## src/rtl/ex_div_seq_pkg.sv

```systemverilog
// Shared types for the sequential EX-stage divider: FSM state encoding and
// the divide-by-zero quotient fill bit.
package ex_div_seq_pkg;

    typedef enum logic [1:0] {
        DivIdle = 2'd0,
        DivCalc = 2'd1,
        DivFix  = 2'd2,
        DivDone = 2'd3
    } div_state_e;

    // Replicated to WIDTH bits to form the all-ones divide-by-zero quotient.
    localparam logic DivDbzFill = 1'b1;

endpackage

```

## src/rtl/ex_div_seq_div_step.sv

```systemverilog
// One radix-2 restoring iteration, purely combinational; shift in one dividend
// bit, trial-subtract the divisor magnitude, keep the difference if no borrow.
module div_step #(
    parameter int WIDTH = 32
) (
    input  logic [WIDTH:0]   rem_i,
    input  logic             bit_i,
    input  logic [WIDTH-1:0] dvs_i,
    output logic [WIDTH:0]   rem_o,
    output logic             q_o
);

    logic [WIDTH+1:0] diff;

    always_comb begin
        diff  = {rem_i, bit_i} - {2'b00, dvs_i};
        // Top bit of the difference is the borrow of the trial subtraction.
        q_o   = ~diff[WIDTH+1];
        rem_o = q_o ? diff[WIDTH:0] : {rem_i[WIDTH-1:0], bit_i};
    end

endmodule

```

## src/rtl/ex_div_seq.sv

```systemverilog
// Multi-cycle restoring divider (DIV/DIVU): WIDTH+2 cycles start-to-valid, one
// cycle for divide-by-zero; busy_o stalls EX, cancel_i flushes, results hold until next valid_o.
module ex_div_seq
    import ex_div_seq_pkg::*;
#(
    parameter  int WIDTH = 32,
    localparam int CNT_W = $clog2(WIDTH)
) (
    input  logic             clk,
    input  logic             rst,
    input  logic             start_i,
    input  logic             signed_i,
    input  logic             cancel_i,
    input  logic [WIDTH-1:0] dividend_i,
    input  logic [WIDTH-1:0] divisor_i,
    output logic [WIDTH-1:0] quotient_o,
    output logic [WIDTH-1:0] remainder_o,
    output logic             valid_o,
    output logic             busy_o,
    output logic             dbz_o
);

    localparam logic [WIDTH-1:0] DivDbzQuotient = {WIDTH{DivDbzFill}};
    localparam logic [CNT_W-1:0] CntLast        = CNT_W'(WIDTH - 1);

    div_state_e       state_q;
    logic [CNT_W-1:0] cnt_q;
    // Dividend magnitude shifts out MSB-first while quotient bits shift in at the LSB.
    logic [WIDTH-1:0] dvd_q;
    logic [WIDTH-1:0] dvs_q;
    logic [WIDTH:0]   rem_q;
    logic             signed_q;
    logic             neg_dvd_q;
    logic             neg_dvs_q;
    logic [WIDTH-1:0] quo_out_q;
    logic [WIDTH-1:0] rem_out_q;
    logic             valid_q;
    logic             busy_q;
    logic             dbz_q;

    logic [WIDTH:0]   rem_d;
    logic             qbit_d;

    function automatic logic [WIDTH-1:0] magnitude(input logic [WIDTH-1:0] v, input logic s);
        return (s && v[WIDTH-1]) ? -v : v;
    endfunction

    div_step #(.WIDTH(WIDTH)) u_step (
        .rem_i (rem_q),
        .bit_i (dvd_q[WIDTH-1]),
        .dvs_i (dvs_q),
        .rem_o (rem_d),
        .q_o   (qbit_d)
    );

    always_ff @(posedge clk) begin
        if (rst) begin
            state_q   <= DivIdle;
            cnt_q     <= '0;
            dvd_q     <= '0;
            dvs_q     <= '0;
            rem_q     <= '0;
            signed_q  <= 1'b0;
            neg_dvd_q <= 1'b0;
            neg_dvs_q <= 1'b0;
            quo_out_q <= '0;
            rem_out_q <= '0;
            valid_q   <= 1'b0;
            busy_q    <= 1'b0;
            dbz_q     <= 1'b0;
        end else if (cancel_i) begin
            state_q <= DivIdle;
            valid_q <= 1'b0;
            busy_q  <= 1'b0;
        end else begin
            case (state_q)
                DivIdle, DivDone: begin
                    state_q <= DivIdle;
                    valid_q <= 1'b0;
                    if (start_i) begin
                        if (divisor_i == '0) begin
                            state_q   <= DivDone;
                            quo_out_q <= DivDbzQuotient;
                            rem_out_q <= dividend_i;
                            dbz_q     <= 1'b1;
                            valid_q   <= 1'b1;
                        end else begin
                            state_q   <= DivCalc;
                            dvd_q     <= magnitude(dividend_i, signed_i);
                            dvs_q     <= magnitude(divisor_i, signed_i);
                            signed_q  <= signed_i;
                            neg_dvd_q <= signed_i & dividend_i[WIDTH-1];
                            neg_dvs_q <= signed_i & divisor_i[WIDTH-1];
                            rem_q     <= '0;
                            cnt_q     <= '0;
                            busy_q    <= 1'b1;
                        end
                    end
                end
                DivCalc: begin
                    rem_q <= rem_d;
                    dvd_q <= {dvd_q[WIDTH-2:0], qbit_d};
                    cnt_q <= cnt_q + CNT_W'(1);
                    if (cnt_q == CntLast) begin
                        state_q <= DivFix;
                    end
                end
                DivFix: begin
                    // MIN / -1 falls out naturally: magnitude 2^(WIDTH-1) negates to MIN.
                    quo_out_q <= (signed_q && (neg_dvd_q != neg_dvs_q)) ? -dvd_q : dvd_q;
                    rem_out_q <= (signed_q && neg_dvd_q) ? -rem_q[WIDTH-1:0] : rem_q[WIDTH-1:0];
                    dbz_q     <= 1'b0;
                    valid_q   <= 1'b1;
                    busy_q    <= 1'b0;
                    state_q   <= DivDone;
                end
                default: begin
                    state_q <= DivIdle;
                end
            endcase
        end
    end

    assign quotient_o  = quo_out_q;
    assign remainder_o = rem_out_q;
    assign valid_o     = valid_q;
    assign busy_o      = busy_q;
    assign dbz_o       = dbz_q;

endmodule

```

## config.mk

```make
export PLATFORM = sky130hd
export DESIGN_NAME = ex_div_seq
export DESIGN_NICKNAME = d
export VERILOG_FILES = /design/src/rtl/ex_div_seq_pkg.sv /design/src/rtl/ex_div_seq_div_step.sv /design/src/rtl/ex_div_seq.sv
export SDC_FILE = /design/constraint.sdc
export NUM_CORES = 1
export LEC_CHECK = 0
export CORE_MARGIN = 2
export CORE_UTILIZATION = 35
export CTS_CLUSTER_SIZE = 8
export DETAILED_ROUTE_END_ITERATION = 8
export PLACE_DENSITY = 0.58
export SETUP_SLACK_MARGIN = 0.15
export SYNTH_ARGS = -nofsm -noshare
export SYNTH_HDL_FRONTEND = slang
export SYNTH_HIERARCHICAL = 1
export SYNTH_SLANG_ARGS = --single-unit
export TNS_END_PERCENT = 20
```

## constraint.sdc

```tcl
create_clock -name clk -period 4.6 [get_ports clk]
set_clock_uncertainty 0.15 [all_clocks]
set_input_delay 1.38 -clock clk [delete_from_list [all_inputs] [get_ports clk]]
set_output_delay 1.38 -clock clk [all_outputs]
set_load 0.03 [all_outputs]
```

==> results of run 1 <==
-- sequential cells by signal (all words and copies together), names as in the netlist --
signal / cells
rem_q: 33
dvd_q: 32
dvs_q: 32
quotient_o: 32
remainder_o: 32
cnt_q: 5
state_q: 2
busy_o: 1
dbz_o: 1
neg_dvd_q: 1
neg_dvs_q: 1
signed_q: 1
valid_o: 1
-- power groups by stage --
stage	Sequential (mW)	Clock, mW	Combinational [mW]
2_1_floorplan	1.63	0	0.544
3_5_place_dp	1.65	0	0.804
4_1_cts	1.61	1.51	0.806
6_report	1.61	1.48	0.808
3_3_place_gp	1.65	0	0.797
5_1_grt	1.62	1.57	0.894
-- critical path, cell delays in order --
cell             delay [ns]
clkdlybuf4s50_1        0.41
or4_1                  0.58
or4b_4                 0.58
nor4_4                 0.28
o21a_2                 0.46
nand2_1                0.25
o221a_2                0.30
-- area by class of cell --
cell class / count / area share (%)
clock buffer: 17 / 2.97
antenna: 1 / 0.0175
clock inverter: 15 / 1.33
tap: 448 / 3.91
multi-input combinational: 1224 / 53.6
timing repair buffer: 177 / 12.1
sequential: 174 / 24.3
inverter: 66 / 1.73
-- worst min-delay path by stage --
stage                         start              end  slack, ns  cells past startpoint
finish              remainder_o[25]  remainder_o[25]       0.31                      2
global route        remainder_o[12]  remainder_o[12]       0.33                      2
CTS                 remainder_o[25]  remainder_o[25]       0.31                      2
detailed placement  remainder_o[25]  remainder_o[25]       0.30                      2
global placement           cnt_q[4]         cnt_q[4]       0.29                      2
floorplan                 dvs_q[31]        dvs_q[31]       0.28                      2
-- routing by layer --
layer	share of wire, %	track usage, %
met3	4.0	2.53
met4	2.1	5.94
met2	47	33.5
met1	47	26.3
met5	0	0
-- through the flow --
| step | hold WS (ns) | cell area [sq um] | setup slack (ns) |
|---|---|---|---|
| CTS | 0.308 | 14300 | 0.546 |
| finish | 0.309 | 14300 | 0.528 |
| global route | 0.328 | 14300 | 0.440 |
| detailed placement | 0.297 | 13700 | 0.0666 |
| global placement | 0.292 | 13700 | 0.106 |
| floorplan | 0.282 | 11800 | 0.923 |
-- cells in the mapped netlist (14+ instances only) --
cell type  instances  share of area (%)
nor2_1           108                3.4
o21ai_0           86                3.6
a31oi_1           33                1.7
nand2_1          207                6.6
nand2b_1          24                1.3
xor2_1            40                3.0
xnor2_1          102                7.5
nand3_1           52                2.2
o41ai_1           14                1.0
a211oi_1          43                2.7
a21o_1            24                1.5
o31ai_1           29                1.8
nor3_1            36                1.5
a211o_1           15                1.1
inv_1             64                2.0
ha_1              41                4.3
clkbuf_1          74                2.3
o211ai_1          38                2.4
buf_2             14               0.59
dfxtp_1          174                 29
a21oi_1          173                7.3
nor4_1            18               0.95
-- kinds of logic after synthesis --
kind of cell / after synthesis / share of synthesized area [%]
simple gates: 524 / 21.1
buf+inv: 169 / 5.93
flops: 174 / 29.4
xor+xnor: 143 / 10.7
mux: 8 / 0.729
fa+ha+maj: 42 / 4.50
compound gates: 507 / 27.6
==> impl_metrics.py, run 1 <==
metrics = {
    "status": {
        "outcome": "completed",
    },
    "placement": {
        "dpl.cell_count": 2089,
        "hpwl_um": 26700,
        "port_buffers": 135,
        "gp_congestion": 0.891,
    },
    "run": {
        "maxCapViolations": 0,
    },
    "worst_hold_path": {
        "holdCritPathClass": "reg2reg",
    },
    "finish": {
        "synthToLayoutAreaGrowth_pct": 21.0,
        "fin_nets": 1771,
        "fillCellCount": 3370,
        "regArea_sq_um": 3480,
        "final_common_cell": "nand2_1",
        "layout_common_cells": "nand2_1, dfxtp_1, a21oi_1, clkdlybuf4s50_1, nor2_1",
        "final_util_pct": 42.8,
        "final_cells": 2122,
        "layout-drive-gt1-share_pct": 7.05,
        "multi_input_area_sq_um": 7680,
    },
    "clock_network": {
        "root_buffer": "clkbuf_16",
        "cts_resized": 0,
        "cts_buffers": 17,
        "clk_latency_ns": 0.44,
        "clockBufferDepth": 2,
        "clkTransAtPathRegs_ns": 0.08,
        "cts_sinks": 174,
        "cts-hold-fix-buffers": 0,
        "cts_setup_buffers": 0,
        "htreeDepth": 4,
        "cts_tree": "done",
    },
    "logic_synthesis": {
        "synthFlopType": "dfxtp_1",
        "async_reset_ff_share_pct": 0,
        "synth_edf_count": 0,
        "syn_area_per_cell_sq_um": 7.55,
        "ys_seq_area_share_pct": 29.4,
        "synth_fp_nets": 1678,
        "synth-seq-cells": 174,
        "syn_inst": 1567,
        "ys_types": 72,
        "yosysWarningCount": 6,
        "synth_area_sq_um": 11800,
    },
    "drt": {
        "drt-total-wl_um": 34900,
        "via_count": 11383,
        "first_pass_iters": 6,
        "via_per_inst": 5.36,
        "routedWlPerCell_um": 16.4,
        "drc_errors": 0,
        "antenna_left": 0,
        "initialDrtViolationCount": 721,
    },
    "sta": {
        "tightest_slew_ns": 1.20,
        "fmax_mhz": 246,
        "layout_min_cycle_time_ns": 4.07,
        "finalMaxSlewViolations": 0,
        "rsz0062_at_grt": "no",
        "hold_violations": 0,
        "slew_headroom_pct": 19.6,
        "period_share_pct": 88.5,
        "tns_ns": 0,
        "finalSetupViolations": 0,
    },
    "floorplanning": {
        "die_w_um": 188,
        "ios": 136,
        "rows": 67,
        "dieArea_sq_um": 35300,
        "start_util_pct": 35.4,
        "core_area_sq_um": 33400,
        "die_h_um": 188,
    },
    "worst_setup_path": {
        "worstRegToRegCells": 13,
        "crit_required_ns": 4.79,
        "arrival_ns": 4.26,
        "critPathCaptureType": "flip-flop",
        "cp_max_fo": 12,
        "cp-start-kind": "primary input",
        "rr_startpoint": "rem_q[11]",
        "crit_start": "divisor_i[27]",
        "reg2reg_slack_ns": 0.76,
        "path_class": "in2reg",
        "crit_end": "quotient_o[8]",
        "r2r_end": "rem_q[7]",
    },
    "global_routing": {
        "grt_start_max_net_pins": 72,
        "grt_pass1_wl_um": 57400,
        "grt_pass1_vias": 10863,
        "grt_antenna_before_repair": 0,
        "grt_overflow": 0,
        "grtUsageTotal_pct": 19.8,
    },
    "power_and_ir_drop": {
        "power_frac_clock_pct": 37.9,
        "power_switching_mw": 1.27,
        "pwr-share-comb_pct": 20.7,
        "intPower_mw": 2.63,
        "seqPwrFrac_pct": 41.3,
        "ir_drop_v": 0.000262,
        "leakage_nw": 4.95,
        "power.density_nw_per_um2": 272,
        "power_mw": 3.90,
        "p_sw_share_pct": 32.5,
    },
}
(Power assumes the default switching activity.)
==> inputs of run 2 (changes only) <==
- CORE_UTILIZATION: 35 -> 45
- PLACE_DENSITY: 0.58 -> 0.7
- clock period: 4.6 -> 3.9 ns (I/O delays scaled with it)
==> run 2 against run 1 <==
Net effect: sequential cell count unchanged; sequential power rose by 18%; cell area up 2.3%; via count rose by 3.6%; total power up 19%; utilization is 14 points higher; die area down 22%; count of clock-buffer cells in the layout rose by 3; critical path type unchanged; largest cell class unchanged.
==> impl_metrics.py, run 2 (synthesis gave the netlist of run 1 again) <==
metrics = {
    "worst_setup_path": {
        "path_class": "in2reg",
        "crit_required_ns": 4.07,
        "arrival_ns": 3.83,
        "cp_max_fo": 7,
        "critPathCaptureType": "flip-flop",
        "cp-start-kind": "primary input",
    },
    "clock_network": {
        "cts_buffers": 17,
        "cts_sinks": 174,
        "htreeDepth": 4,
        "clkTransAtPathRegs_ns": 0.07,
        "clk_latency_ns": 0.43,
        "clockBufferDepth": 2,
        "cts_tree": "done",
        "root_buffer": "clkbuf_16",
    },
    "power_and_ir_drop": {
        "power_frac_clock_pct": 37.5,
        "pwr-share-comb_pct": 21.5,
        "intPower_mw": 3.28,
        "p_sw_share_pct": 29.3,
        "leakage_nw": 5.23,
        "power.density_nw_per_um2": 317,
        "ir_drop_v": 0.000302,
        "seqPwrFrac_pct": 41.0,
        "power_switching_mw": 1.36,
    },
    "finish": {
        "finalInstanceArea_sq_um": 14700,
        "fillCellCount": 2399,
        "fin_nets": 1818,
        "largest_reg_flops": 33,
        "layout-drive-gt1-share_pct": 9.43,
        "layout_common_cells": "nand2_1, dfxtp_1, a21oi_1, clkdlybuf4s50_1, nor2_1",
        "diodes": 0,
        "synthToLayoutAreaGrowth_pct": 23.9,
        "final_common_cell": "nand2_1",
        "largest_register": "rem_q",
    },
    "sta": {
        "finalSetupViolations": 0,
        "hold_violations": 0,
        "period_share_pct": 94.0,
        "setup_ws_ns": 0.236,
        "fmax_mhz": 273,
        "layout_min_cycle_time_ns": 3.66,
        "slew_headroom_pct": 25.8,
        "tightest_slew_ns": 1.11,
        "rsz0062_at_grt": "yes",
        "finalMaxSlewViolations": 0,
    },
    "drt": {
        "drc_errors": 0,
        "antenna_left": 0,
        "first_pass_iters": 5,
        "routedWlPerCell_um": 16.7,
        "via_count": 11789,
        "via_per_inst": 5.74,
        "initialDrtViolationCount": 909,
        "drt-total-wl_um": 34200,
    },
    "placement": {
        "port_buffers": 135,
        "hpwl_um": 25100,
        "preCtsSetupSlack_ns": -0.210,
        "placed_area_sq_um": 13900,
        "gp_congestion": 0.894,
    },
    "global_routing": {
        "grt_pass1_wl_um": 55300,
        "grtUsageTotal_pct": 23.8,
        "grt_overflow": 0,
        "grt_start_max_net_pins": 146,
        "grt_antenna_before_repair": 0,
        "grt_pass1_vias": 11033,
    },
    "floorplanning": {
        "start_util_pct": 45.7,
        "dieArea_sq_um": 27600,
        "ios": 136,
        "core_area_sq_um": 25900,
        "rows": 59,
        "die_h_um": 166,
        "die_w_um": 166,
    },
    "worst_hold_path": {
        "holdCritPathClass": "reg2reg",
    },
    "run": {
        "maxCapViolations": 0,
    },
    "status": {
        "outcome": "completed",
    },
}
-- run 2: worst paths after layout --
kind	start	end	depth (start not counted)	slack, ns
setup / recovery	divisor_i[27]	quotient_o[9]	8	0.24
hold / removal	remainder_o[20]	remainder_o[20]	2	0.31
setup reg to reg	dvs_q[14]	rem_q[23]	14	0.28
hold reg to reg	remainder_o[20]	remainder_o[20]	2	0.31
-- run 2: power by group through the flow --
stage	Combinational [mW]	Sequential, mW	Clock [mW]
detailed placement	0.964	1.94	0
floorplan	0.642	1.93	0
global placement	0.953	1.94	0
finish	0.998	1.90	1.74
global route	1.10	1.91	1.84
CTS	0.969	1.90	1.77
-- run 2: layer usage --
layer / up-vias / GRT usage, % / part of all wire [%]
met3: 49 / 3.74 / 5.4
met4: 0 / 7.03 / 2.0
li1: 5924 / - / -
met5: - / 0 / 0
met1: 5421 / 30.8 / 44
met2: 395 / 40.7 / 49
-- run 2: cell type report --
class                           count  area (sq um)  area share [%]
Multi-Input combinational cell   1224          7690            52.5
Clock buffer                       20           447            3.05
Tap cell                          335           419            2.86
Sequential cell                   174          3480            23.8
Timing Repair Buffer              224          2230            15.2
Clock inverter                     10           140           0.956
Inverter                           66           250            1.71
-- run 2: metrics by stage --
step / total power [mW] / setup TNS (ns) / instances / util, % / hold slack, ns
after detailed placement: 2.91 / -20.61 / 2015 / 53.7 / 0.297
after CTS: 4.64 / 0 / 2045 / 55.9 / 0.307
after global routing: 4.85 / 0 / 2053 / 56.6 / 0.326
after floorplan: 2.57 / 0 / 1567 / - / 0.282
final: 4.64 / 0 / 2053 / 56.6 / 0.305
after global placement: 2.89 / -18.16 / 2015 / 53.7 / 0.292
-- run 2: worst max-delay path, cell delays in order --
cell             delay (ns)
clkdlybuf4s50_1        0.41
or4_1                  0.59
or4b_4                 0.57
nor4_4                 0.13
buf_4                  0.19
o21a_2                 0.25
nand2_1                0.19
o221a_2                0.33
-- run 2: repair_timing --
action,in CTS,in global routing
gates resized for setup,0,5
hold buffers,0,0
setup endpoints to repair,0,64
setup buffers,0,3
